[src/rtl/mem_arb_pkg.sv]
// Shared definitions for the two-requester memory arbiter.
package mem_arb_pkg;

  localparam int DEF_WIDTH   = 8;
  localparam int DEF_DEPTH   = 32;
  localparam int DEF_TIMEOUT = 16;

  // State encoding kept as plain constants so legacy code reading the state
  // register keeps working.
  localparam logic [1:0] S_IDLE   = 2'd0;
  localparam logic [1:0] S_ACCESS = 2'd1;
  localparam logic [1:0] S_RESP   = 2'd2;

  // Index of the requester selected by a one-hot two-way grant.
  function automatic logic gnt_index(input logic [1:0] gnt);
    return gnt[1];
  endfunction

endpackage

[src/rtl/rr_arb2.sv]
// Two-way round-robin picker: when both request, the one not served last wins.
module rr_arb2 (
  input  logic [1:0] req,
  input  logic       last,
  output logic [1:0] gnt
);

  // Purely combinational one-hot grant selection
  always_comb begin
    gnt = '0;
    case (req)
      2'b01:   gnt = 2'b01;
      2'b10:   gnt = 2'b10;
      2'b11:   gnt = last ? 2'b01 : 2'b10;
      default: gnt = '0;
    endcase
  end

endmodule

[src/rtl/mem_arbiter.sv]
// Arbitrates two requesters onto a single memory port with a timeout on
// the memory handshake. Outputs are decoded from registered state only.
module mem_arbiter
  import mem_arb_pkg::*;
#(
  parameter int WIDTH      = DEF_WIDTH,
  parameter int DEPTH      = DEF_DEPTH,
  parameter int ADDR_WIDTH = $clog2(DEPTH),
  parameter int TIMEOUT    = DEF_TIMEOUT
) (
  input  logic                  clk,
  input  logic                  rst,
  input  logic                  m0_valid,
  input  logic                  m0_wr_rd,
  input  logic [ADDR_WIDTH-1:0] m0_addr,
  input  logic [WIDTH-1:0]      m0_wdata,
  output logic                  m0_ready,
  output logic [WIDTH-1:0]      m0_rdata,
  output logic                  m0_err,
  input  logic                  m1_valid,
  input  logic                  m1_wr_rd,
  input  logic [ADDR_WIDTH-1:0] m1_addr,
  input  logic [WIDTH-1:0]      m1_wdata,
  output logic                  m1_ready,
  output logic [WIDTH-1:0]      m1_rdata,
  output logic                  m1_err,
  output logic                  mem_valid,
  output logic                  mem_wr_rd,
  output logic [ADDR_WIDTH-1:0] mem_addr,
  output logic [WIDTH-1:0]      mem_wdata,
  input  logic [WIDTH-1:0]      mem_rdata,
  input  logic                  mem_ready,
  output logic                  busy
);

  localparam int CW = (TIMEOUT > 1) ? $clog2(TIMEOUT) : 1;
  localparam logic [CW-1:0] CNT_LAST = CW'(TIMEOUT - 1);

  logic [1:0]            state;
  logic                  last;
  logic                  gsel;
  logic [1:0]            gnt;
  logic                  lat_wr;
  logic [ADDR_WIDTH-1:0] lat_addr;
  logic [WIDTH-1:0]      lat_wdata;
  logic [CW-1:0]         cnt;
  logic [WIDTH-1:0]      res_data;
  logic                  res_err;
  logic                  in_access;
  logic                  in_resp;

  rr_arb2 u_rr (
    .req  ({m1_valid, m0_valid}),
    .last (last),
    .gnt  (gnt)
  );

  // Main FSM: grant, memory access with timeout, one-cycle response
  always_ff @(posedge clk) begin
    if (rst) begin
      state     <= S_IDLE;
      last      <= 1'b1;
      gsel      <= 1'b0;
      lat_wr    <= 1'b0;
      lat_addr  <= '0;
      lat_wdata <= '0;
      cnt       <= '0;
      res_data  <= '0;
      res_err   <= 1'b0;
    end else begin
      case (state)
        S_IDLE: begin
          if (|gnt) begin
            gsel      <= gnt_index(gnt);
            lat_wr    <= gnt[1] ? m1_wr_rd : m0_wr_rd;
            lat_addr  <= gnt[1] ? m1_addr  : m0_addr;
            lat_wdata <= gnt[1] ? m1_wdata : m0_wdata;
            cnt       <= '0;
            state     <= S_ACCESS;
          end
        end
        S_ACCESS: begin
          if (mem_ready) begin
            res_data <= lat_wr ? '0 : mem_rdata;
            res_err  <= 1'b0;
            state    <= S_RESP;
          end else if (cnt == CNT_LAST) begin
            res_data <= '0;
            res_err  <= 1'b1;
            state    <= S_RESP;
          end else begin
            cnt <= cnt + CW'(1);
          end
        end
        S_RESP: begin
          last  <= gsel;
          state <= S_IDLE;
        end
        default: state <= S_IDLE;
      endcase
    end
  end

  assign in_access = (state == S_ACCESS);
  assign in_resp   = (state == S_RESP);

  // Memory side is blanked outside ACCESS so nothing stale leaks out
  assign mem_valid = in_access;
  assign mem_wr_rd = in_access & lat_wr;
  assign mem_addr  = in_access ? lat_addr  : '0;
  assign mem_wdata = in_access ? lat_wdata : '0;

  assign m0_ready = in_resp & ~gsel;
  assign m1_ready = in_resp &  gsel;
  assign m0_rdata = m0_ready ? res_data : '0;
  assign m1_rdata = m1_ready ? res_data : '0;
  assign m0_err   = m0_ready & res_err;
  assign m1_err   = m1_ready & res_err;

  assign busy = (state != S_IDLE);

endmodule

[config.mk]
export PLATFORM = sky130hd
export DESIGN_NAME = mem_arbiter
export DESIGN_NICKNAME = d
export VERILOG_FILES = /design/src/rtl/mem_arb_pkg.sv /design/src/rtl/rr_arb2.sv /design/src/rtl/mem_arbiter.sv
export SDC_FILE = /design/constraint.sdc
export NUM_CORES = 1
export LEC_CHECK = 0
export ABC_AREA = 1
export ABC_CLOCK_PERIOD_IN_PS = 2700
export BUFFER_PORTS_ARGS = -buffer_cell sky130_fd_sc_hd__buf_2
export CAP_MARGIN = 20
export CELL_PAD_IN_SITES_DETAIL_PLACEMENT = 1
export CELL_PAD_IN_SITES_GLOBAL_PLACEMENT = 1
export CORE_ASPECT_RATIO = 0.5
export CORE_UTILIZATION = 33
export CTS_CLUSTER_DIAMETER = 120
export DETAILED_ROUTE_END_ITERATION = 10
export HOLD_SLACK_MARGIN = 0.05
export PLACE_DENSITY = 0.86
export SLEW_MARGIN = 10
export SYNTH_ARGS = -nofsm -noshare
export SYNTH_HDL_FRONTEND = slang
export SYNTH_SLANG_ARGS = --single-unit
export TNS_END_PERCENT = 20
[constraint.sdc]
create_clock -name clk -period 2.7 [get_ports clk]
set_input_delay 0.27 -clock clk [delete_from_list [all_inputs] [get_ports clk]]
set_output_delay 0.27 -clock clk [all_outputs]
set_load 0.01 [all_outputs]
-- Yosys cells after proc, flatten, opt, wreduce, memory -nomap -nowiden
Cells that the tools add are included.
W data, S select, Z words.
- input port bits: 41
- register bits: 31
- output and inout port bits: 36
- bitwise operators: 6
- mux-type cells: 22
- eq/ne operators: 10
- reductions and logical operators: 9
- add/sub/neg operators: 1
- operator list (operator ; count):
    $mux W8 ; 7
    $mux W4 ; 3
    $mux W5 ; 2
    $mux W2 ; 4
    $pmux W4 S2 ; 1
    $eq A2 B2 Y1 const B ; 3
    $ne A2 B2 Y1 const B ; 3
    $pmux W2 S3 ; 1
    $reduce_and A2 Y1 ; 3
    $reduce_bool A2 Y1 ; 3
    $and A1 B1 Y1 ; 5
    $add A4 B1 Y4 const B ; 1
    $eq A2 B1 Y1 const B ; 2
    $eq A4 B4 Y1 const B ; 1
    $pmux W2 S2 ; 1
    $reduce_and A4 Y1 ; 1
    $mux W1 ; 3
    $ne A3 B2 Y1 const B ; 1
    $logic_not A2 Y1 ; 1
    $reduce_or A2 Y1 ; 1
    $not A1 Y1 ; 1

-- Depth between registers and ports, before layout
Gate-level depths: netlist (run 1).
- depth after elaboration: 5
- gate-level depth with buffers: 7

-- Cells and area by module
From an unflattened synthesis (run 1), not the netlist that was laid out.
- cell total of the unflattened synthesis: 268
- area total of the unflattened synthesis: 1661.6 um^2
- by module, submodules not included (module ; seq. area each (um^2) ; instances ; cells each ; area an instance (um^2)):
    mem_arbiter ; 620.6 ; 1 ; 263 ; 1640.3
    rr_arb2 ; 0.0 ; 1 ; 5 ; 21.3

-- Worst setup path before layout (run 1)
Ideal clock, no wire load.
- path type: register to output
- start point: reg state[1]
- end point: out m1_err
- cell stages (with the launch flop): 5
- path slack: 1.394 ns
- arrival: 1.036 ns
- cell sequence: dfxtp_1 -> nand2_1 -> nor2_1 -> inv_2 -> nor2_1
- word-level cells in the longest chain between the ends: 3
- RTL lines (what ; RTL line ; text):
    from (decl) ; mem_arbiter.sv:39 ; logic [1:0] state;
    from (signal assigned) ; mem_arbiter.sv:61 ; state <= S_IDLE;
    from (signal assigned) ; mem_arbiter.sv:79 ; state <= S_ACCESS;
    from (signal assigned) ; mem_arbiter.sv:86 ; state <= S_RESP;
    $eq A2 B2 Y1 ; mem_arbiter.sv:105 ; assign in_resp = (state == S_RESP);
    $and A1 B1 Y1 ; mem_arbiter.sv:114 ; assign m1_ready = in_resp & gsel;
    net m1_ready ; mem_arbiter.sv:24 ; output logic m1_ready,
    $and A1 B1 Y1 ; mem_arbiter.sv:118 ; assign m1_err = m1_ready & res_err;
    to (decl) ; mem_arbiter.sv:26 ; output logic m1_err,
The timed path passes the listed nets, and every way through them passes these cells.

-- Worst setup path after layout (run 1)
- start point: reg state[0]
- end point: out mem_wdata[7]
- word-level cells in the longest chain between the ends: 2
- RTL lines (what ; RTL line ; text):
    $eq A2 B1 Y1 ; mem_arbiter.sv:104 ; assign in_access = (state == S_ACCESS);
    $mux W8 ; mem_arbiter.sv:111 ; assign mem_wdata = in_access ? lat_wdata : '0;
    to (decl) ; mem_arbiter.sv:30 ; output logic [WIDTH-1:0] mem_wdata,
Every way passes these cells.

==> impl_metrics.env, run 1 <==
export IMPL_status="completed"
export IMPL_root_buffer="clkbuf_8"
export IMPL_clkLatencyLatePin_ns=0.28
export IMPL_tns_ns=0
export IMPL_max_clock_freq_ghz=0.560
export IMPL_hold_viol_final=0
export IMPL_yosysTopAreaCell="dfxtp_1"
export IMPL_p_sw_share_pct=28.9
export IMPL_arrival_ns=1.52
export IMPL_r2r_start="cnt[1]"
export IMPL_avgSynthCellArea_um2=6.54
export IMPL_htreeDepth=2
export IMPL_fin_crit_sh_pct=66.1
export IMPL_die_y_um=52.3
export IMPL_synth_distinct_cells=22
export IMPL_mappedNetlistArea_mm2=0.00167
export IMPL_p_sw_w=0.000329
export IMPL_final_max_slew_violation_count=0
export IMPL_globalplace_congestion=0.714
export IMPL_worst_pin_slew_ns=0.634
export IMPL_max_vdd_ir_drop_mv=0.207
export IMPL_cts_setup_buffers=0
export IMPL_dieWidth_um=103
export IMPL_yosysMostFrequentCell="inv_1"
export IMPL_antenna_left=0
export IMPL_grt_pass1_wl_um=7730
export IMPL_initial_core_util_pct=36.1
export IMPL_cts_hold_fix_buffers=0
export IMPL_antenna_found_initial=0
export IMPL_cts_buffer_depth=2
export IMPL_post_route_min_period_ns=1.79
export IMPL_fin_util_pct=47.0
export IMPL_cts_repair_resized=0
export IMPL_viasPerCell=4.59
export IMPL_p_leak_nw=1.14
export IMPL_setup_viol=0
export IMPL_syn_nets=297
export IMPL_synth_enable_flop_cells=0
export IMPL_pwr_share_clk_pct=35.4
export IMPL_diodes=0
export IMPL_dieArea_mm2=0.00536
export IMPL_cts_buffers=5
export IMPL_clkTransAtPathRegs_ns=0.06
export IMPL_hold_class="primary input to register"
export IMPL_internal_power_w=0.000810
export IMPL_drive_gt1_share_pct=31.7
export IMPL_instances_no_fill=397
export IMPL_path_class="register to output port"
export IMPL_cts_sinks=31
export IMPL_combPwrFrac_pct=20.0
export IMPL_core_mm2=0.00462
export IMPL_cts_tree="built"
export IMPL_cp_start_kind="register"
export IMPL_grt_ovfl_total=0
export IMPL_dr_first_iter_drc_count=13
export IMPL_io_buffers=76
export IMPL_required_ns=2.43
export IMPL_yosys_top_cells_area="dfxtp_1 37%, inv_1 13%, nand2_1 9.7%, nor2_1 8.6%, o21ai_1 7.2%"
export IMPL_grt_pass1_vias=1853
export IMPL_first_pass_iters=4
export IMPL_async_reset_ff_share_pct=0
export IMPL_yosys_warnings=0
export IMPL_track_usage_pct=19.1
export IMPL_dpl_hpwl_um=3520
export IMPL_cp_startpoint="state[0]"
export IMPL_area_growth_pct=30.1
export IMPL_dp_cells=389
export IMPL_seq_power_share_pct=44.6
export IMPL_synth_commonest_cells="56 x inv_1, 43 x nand2_1, 38 x nor2_1, 31 x dfxtp_1, 24 x o21ai_1"
export IMPL_yosys_area_top_type_share_pct=37.2
export IMPL_powerDensity_mw_per_mm2=525
export IMPL_maxSlewHeadroom_pct=57.7
export IMPL_ys_flop_type="dfxtp_1"
export IMPL_num_vias=1822
export IMPL_skew_ns=0.00188
export IMPL_crit_path_max_fanout=16
export IMPL_ios=77
export IMPL_rows=17
export IMPL_fin_nets=372
export IMPL_ys_seq_area_share_pct=37.2
export IMPL_hp_start="mem_rdata[6]"
export IMPL_synth_seq_cells=31
export IMPL_drv_cap=0
export IMPL_synthCells=255
export IMPL_endpoint_kind="output port"
export IMPL_drcViolationCount=0
export IMPL_wire_per_inst_um=11.8
export IMPL_drt_wl_total_um=4670
export IMPL_grt_max_degree=34
export IMPL_rsz0062_at_grt="false"
## cell type report
class                   count  area, µm²
fillers                   663       2450
repair buffers             78        395
flip-flops and latches     31        621
multi-input cells         155        749
inverters                  59        221
well taps                  66       82.6
clock buffers               8        100
## placed cells by master, fill, tap and decap left out
cell type / n
and2_1: 1
clkbuf_1: 1
o21ai_2: 1
o21ai_0: 6
inv_1: 56
nand2_2: 2
a21oi_2: 10
dfxtp_1: 31
a21oi_1: 19
nand3_1: 4
clkbuf_8: 7
nor2_4: 2
a21boi_2: 1
nor2_1: 38
nor2_2: 1
buf_4: 2
o21ai_1: 24
nand2_1: 43
ha_1: 1
buf_2: 76
inv_2: 3
and3_1: 2
## logic make-up after synthesis
kind of cell	synth area share [%]
AND/OR/NAND/NOR	23.0
AO/OA/AOI/OAI	21.2
buffers and inverters	17.9
flip-flops	37.2
adder cells (fa/ha/maj)	0.750
## flip-flops by register name (all words and copies together), names as in the netlist
name,count
cnt,4
gsel,1
last,1
lat_addr,5
lat_wdata,8
lat_wr,1
res_data,8
res_err,1
state,2
## worst max-delay path, stage by stage, from the launching register on
cell and delay, ns:
dfxtp_1 0.41, nand2_1 0.38, nor2_1 0.27, buf_2 0.17
## stage by stage
step / instance area [µm²] / hold WS [ns] / total power (W) / setup WS (ns)
global route: 2170 / 0.228 / 0.00120 / 0.814
detailed placement: 2070 / 0.467 / 0.000747 / 1.23
floorplan: 1670 / 0.413 / 0.000679 / 1.39
finish: 2170 / 0.229 / 0.00114 / 0.915
CTS: 2170 / 0.224 / 0.00115 / 0.877
global placement: 2070 / 0.455 / 0.000734 / 1.33
## path summary, 6_finish.rpt
check | end | slack (ns) | depth (start not counted)
setup / recovery | mem_wdata[7] | 0.91 | 3
hold / removal | res_data[6] | 0.23 | 3
setup reg to reg | res_data[3] | 1.23 | 6
hold reg to reg | res_data[4] | 0.47 | 2
## power groups by stage
stage | registers, W | logic, W | clock network (W)
after global routing | 0.000510 | 0.000261 | 0.000429
after detailed placement | 0.000518 | 0.000229 | 0
after floorplan | 0.000514 | 0.000165 | 0
after global placement | 0.000516 | 0.000218 | 0
after CTS | 0.000508 | 0.000232 | 0.000412
final | 0.000508 | 0.000227 | 0.000403
## metal layers
layer	track usage, %	vias up	part of all wire, %
li1	-	919	-
met1	18.9	841	42
met4	8.10	0	2.3
met2	38.2	50	51
met3	4.93	12	4.4
met5	0	-	0
No activity file was read; power rests on OpenSTA's default activity.
==> run 2: changes to the inputs <==
- ABC_CLOCK_PERIOD_IN_PS: 2700 -> 1700
- CORE_UTILIZATION: 33 -> 31
- PLACE_DENSITY: 0.86 -> 0.82
- clock period: 2.7 -> 1.7 ns (I/O delays scaled with it)
==> impl_metrics.env, run 2 (synthesized netlist as in run 1, its figures left out) <==
export IMPL_post_route_min_period_ns=1.59
export IMPL_initial_core_util_pct=33.1
export IMPL_globalplace_congestion=0.708
export IMPL_hold_class="primary input to register"
export IMPL_antenna_left=0
export IMPL_slowest_stage="dfxtp_1"
export IMPL_wire_per_inst_um=10.9
export IMPL_dp_cells=396
export IMPL_hold_viol_final=0
export IMPL_io_buffers=76
export IMPL_cts_tree="built"
export IMPL_root_buffer="clkbuf_8"
export IMPL_drt_wl_total_um=4410
export IMPL_drive_gt1_share_pct=32.9
export IMPL_first_pass_iters=4
export IMPL_drv_cap=0
export IMPL_dieWidth_um=106
export IMPL_grt_ovfl_total=0
export IMPL_die_y_um=53.9
export IMPL_num_vias=1764
export IMPL_viasPerCell=4.37
export IMPL_dpl_hpwl_um=3460
export IMPL_powerDensity_mw_per_mm2=795
export IMPL_area_growth_pct=31.7
export IMPL_htreeDepth=2
export IMPL_cpPeakStageDelay_ns=0.43
export IMPL_clkLatencyLatePin_ns=0.28
export IMPL_fin_crit_sh_pct=93.6
export IMPL_final_cell_mix="76 x buf_2, 56 x inv_1, 43 x nand2_1, 37 x nor2_1, 31 x dfxtp_1"
export IMPL_crit_path_max_fanout=9
export IMPL_status="completed"
export IMPL_required_ns=1.53
export IMPL_worst_pin_slew_ns=0.457
export IMPL_antenna_found_initial=0
export IMPL_max_vdd_ir_drop_mv=0.364
export IMPL_dr_first_iter_drc_count=59
export IMPL_ios=77
export IMPL_worstPathCellList="inv_1, nand2_1, buf_4, nor2_1, buf_2"
export IMPL_core_mm2=0.00504
export IMPL_fin_nets=375
export IMPL_cts_sinks=31
export IMPL_p_leak_nw=1.15
export IMPL_path_class="register to output port"
export IMPL_skew_ns=0.00464
export IMPL_dieArea_mm2=0.00570
export IMPL_clkTransAtPathRegs_ns=0.07
export IMPL_fill_cells=711
export IMPL_cts_buffers=5
export IMPL_arrival_ns=1.42
export IMPL_track_usage_pct=16.3
export IMPL_grt_max_degree=34
export IMPL_max_clock_freq_ghz=0.629
export IMPL_grt_pass1_vias=1632
export IMPL_drcViolationCount=0
export IMPL_reg_top3="lat_wdata: 8 flops, res_data: 8 flops, lat_addr: 5 flops"
export IMPL_reg2reg_slack_ns=0.34
export IMPL_cp_start_kind="register"
export IMPL_cts_buffer_depth=2
export IMPL_diodes=0
export IMPL_final_max_slew_violation_count=0
export IMPL_layout_commonest_cell="buf_2"
export IMPL_cts_hold_fix_buffers=0
export IMPL_endpoint_kind="output port"
export IMPL_maxSlewHeadroom_pct=69.5
export IMPL_setup_viol=0
export IMPL_rows=18
export IMPL_rsz0062_at_grt="false"
export IMPL_tns_ns=0
export IMPL_grt_pass1_wl_um=7190
export IMPL_instances_no_fill=404
## run 2: changes by cell type in the layout (fill, tap and decap cells not counted), sizes merged
cell,delta
buf,+3
clkinv,+3
clkbuf,-3
## run 2: repair_timing
action                     4_1_cts  5_1_grt
setup endpoints to repair        0        1
resized for setup                0        1
buffers inserted                 0        0
## run 2: worst max-delay path: cells and delay by family, from the launching register on
family | cells | cell delay (ns)
buffers and inverters | 3 | 0.43
DFF | 1 | 0.43
and+or+nand+nor | 2 | 0.28
## run 2: worst paths after layout
| check | cells past startpoint | startpoint | end |
|---|---|---|---|
| worst max-delay path | 5 | state[1] | mem_wdata[3] |
| worst min-delay path | 3 | mem_rdata[6] | res_data[6] |
| worst max register to register | 6 | cnt[0] | res_data[7] |
| worst min register to register | 2 | res_data[6] | res_data[6] |
## run 2: routing by layer
metal	vias up	routed length, µm	GRT usage, %
li1	923	-	-
met1	801	2000	19.2
met2	40	2220	30.9
met3	0	182	4.24
met4	0	0	3.01
met5	-	0	0
## run 2: cell type report
class                      instances  area (µm²)  share of cell area [%]
multi-input combinational        155         752                    34.2
tap                               70        87.6                    3.99
clock buffer                       5        68.8                    3.13
sequential                        31         621                    28.3
clock inverter                     3        15.0                   0.684
timing repair buffer              81         430                    19.6
inverter                          59         221                    10.1
## run 2: power by group
| part | internal, W | switching [W] |
|---|---|---|
| sequential | 0.000781 | 0.0000232 |
| clock | 0.000280 | 0.000286 |
| combinational | 0.000149 | 0.000227 |
| total | 0.00121 | 0.000536 |
## run 2: per-stage QoR
| stage | utilization [%] | hold slack [ns] | power, W | cell area, µm² | worst slack [ns] |
|---|---|---|---|---|---|
| 2_1_floorplan | - | 0.313 | 0.00108 | 1670 | 0.494 |
| 3_3_place_gp | 41.8 | 0.422 | 0.00118 | 2110 | 0.398 |
| 3_5_place_dp | 41.8 | 0.428 | 0.00120 | 2110 | 0.319 |
| 4_1_cts | 43.5 | 0.125 | 0.00177 | 2190 | 0.0828 |
| 5_1_grt | 43.5 | 0.129 | 0.00185 | 2200 | 0.00375 |
| 6_report | 43.5 | 0.130 | 0.00175 | 2200 | 0.109 |
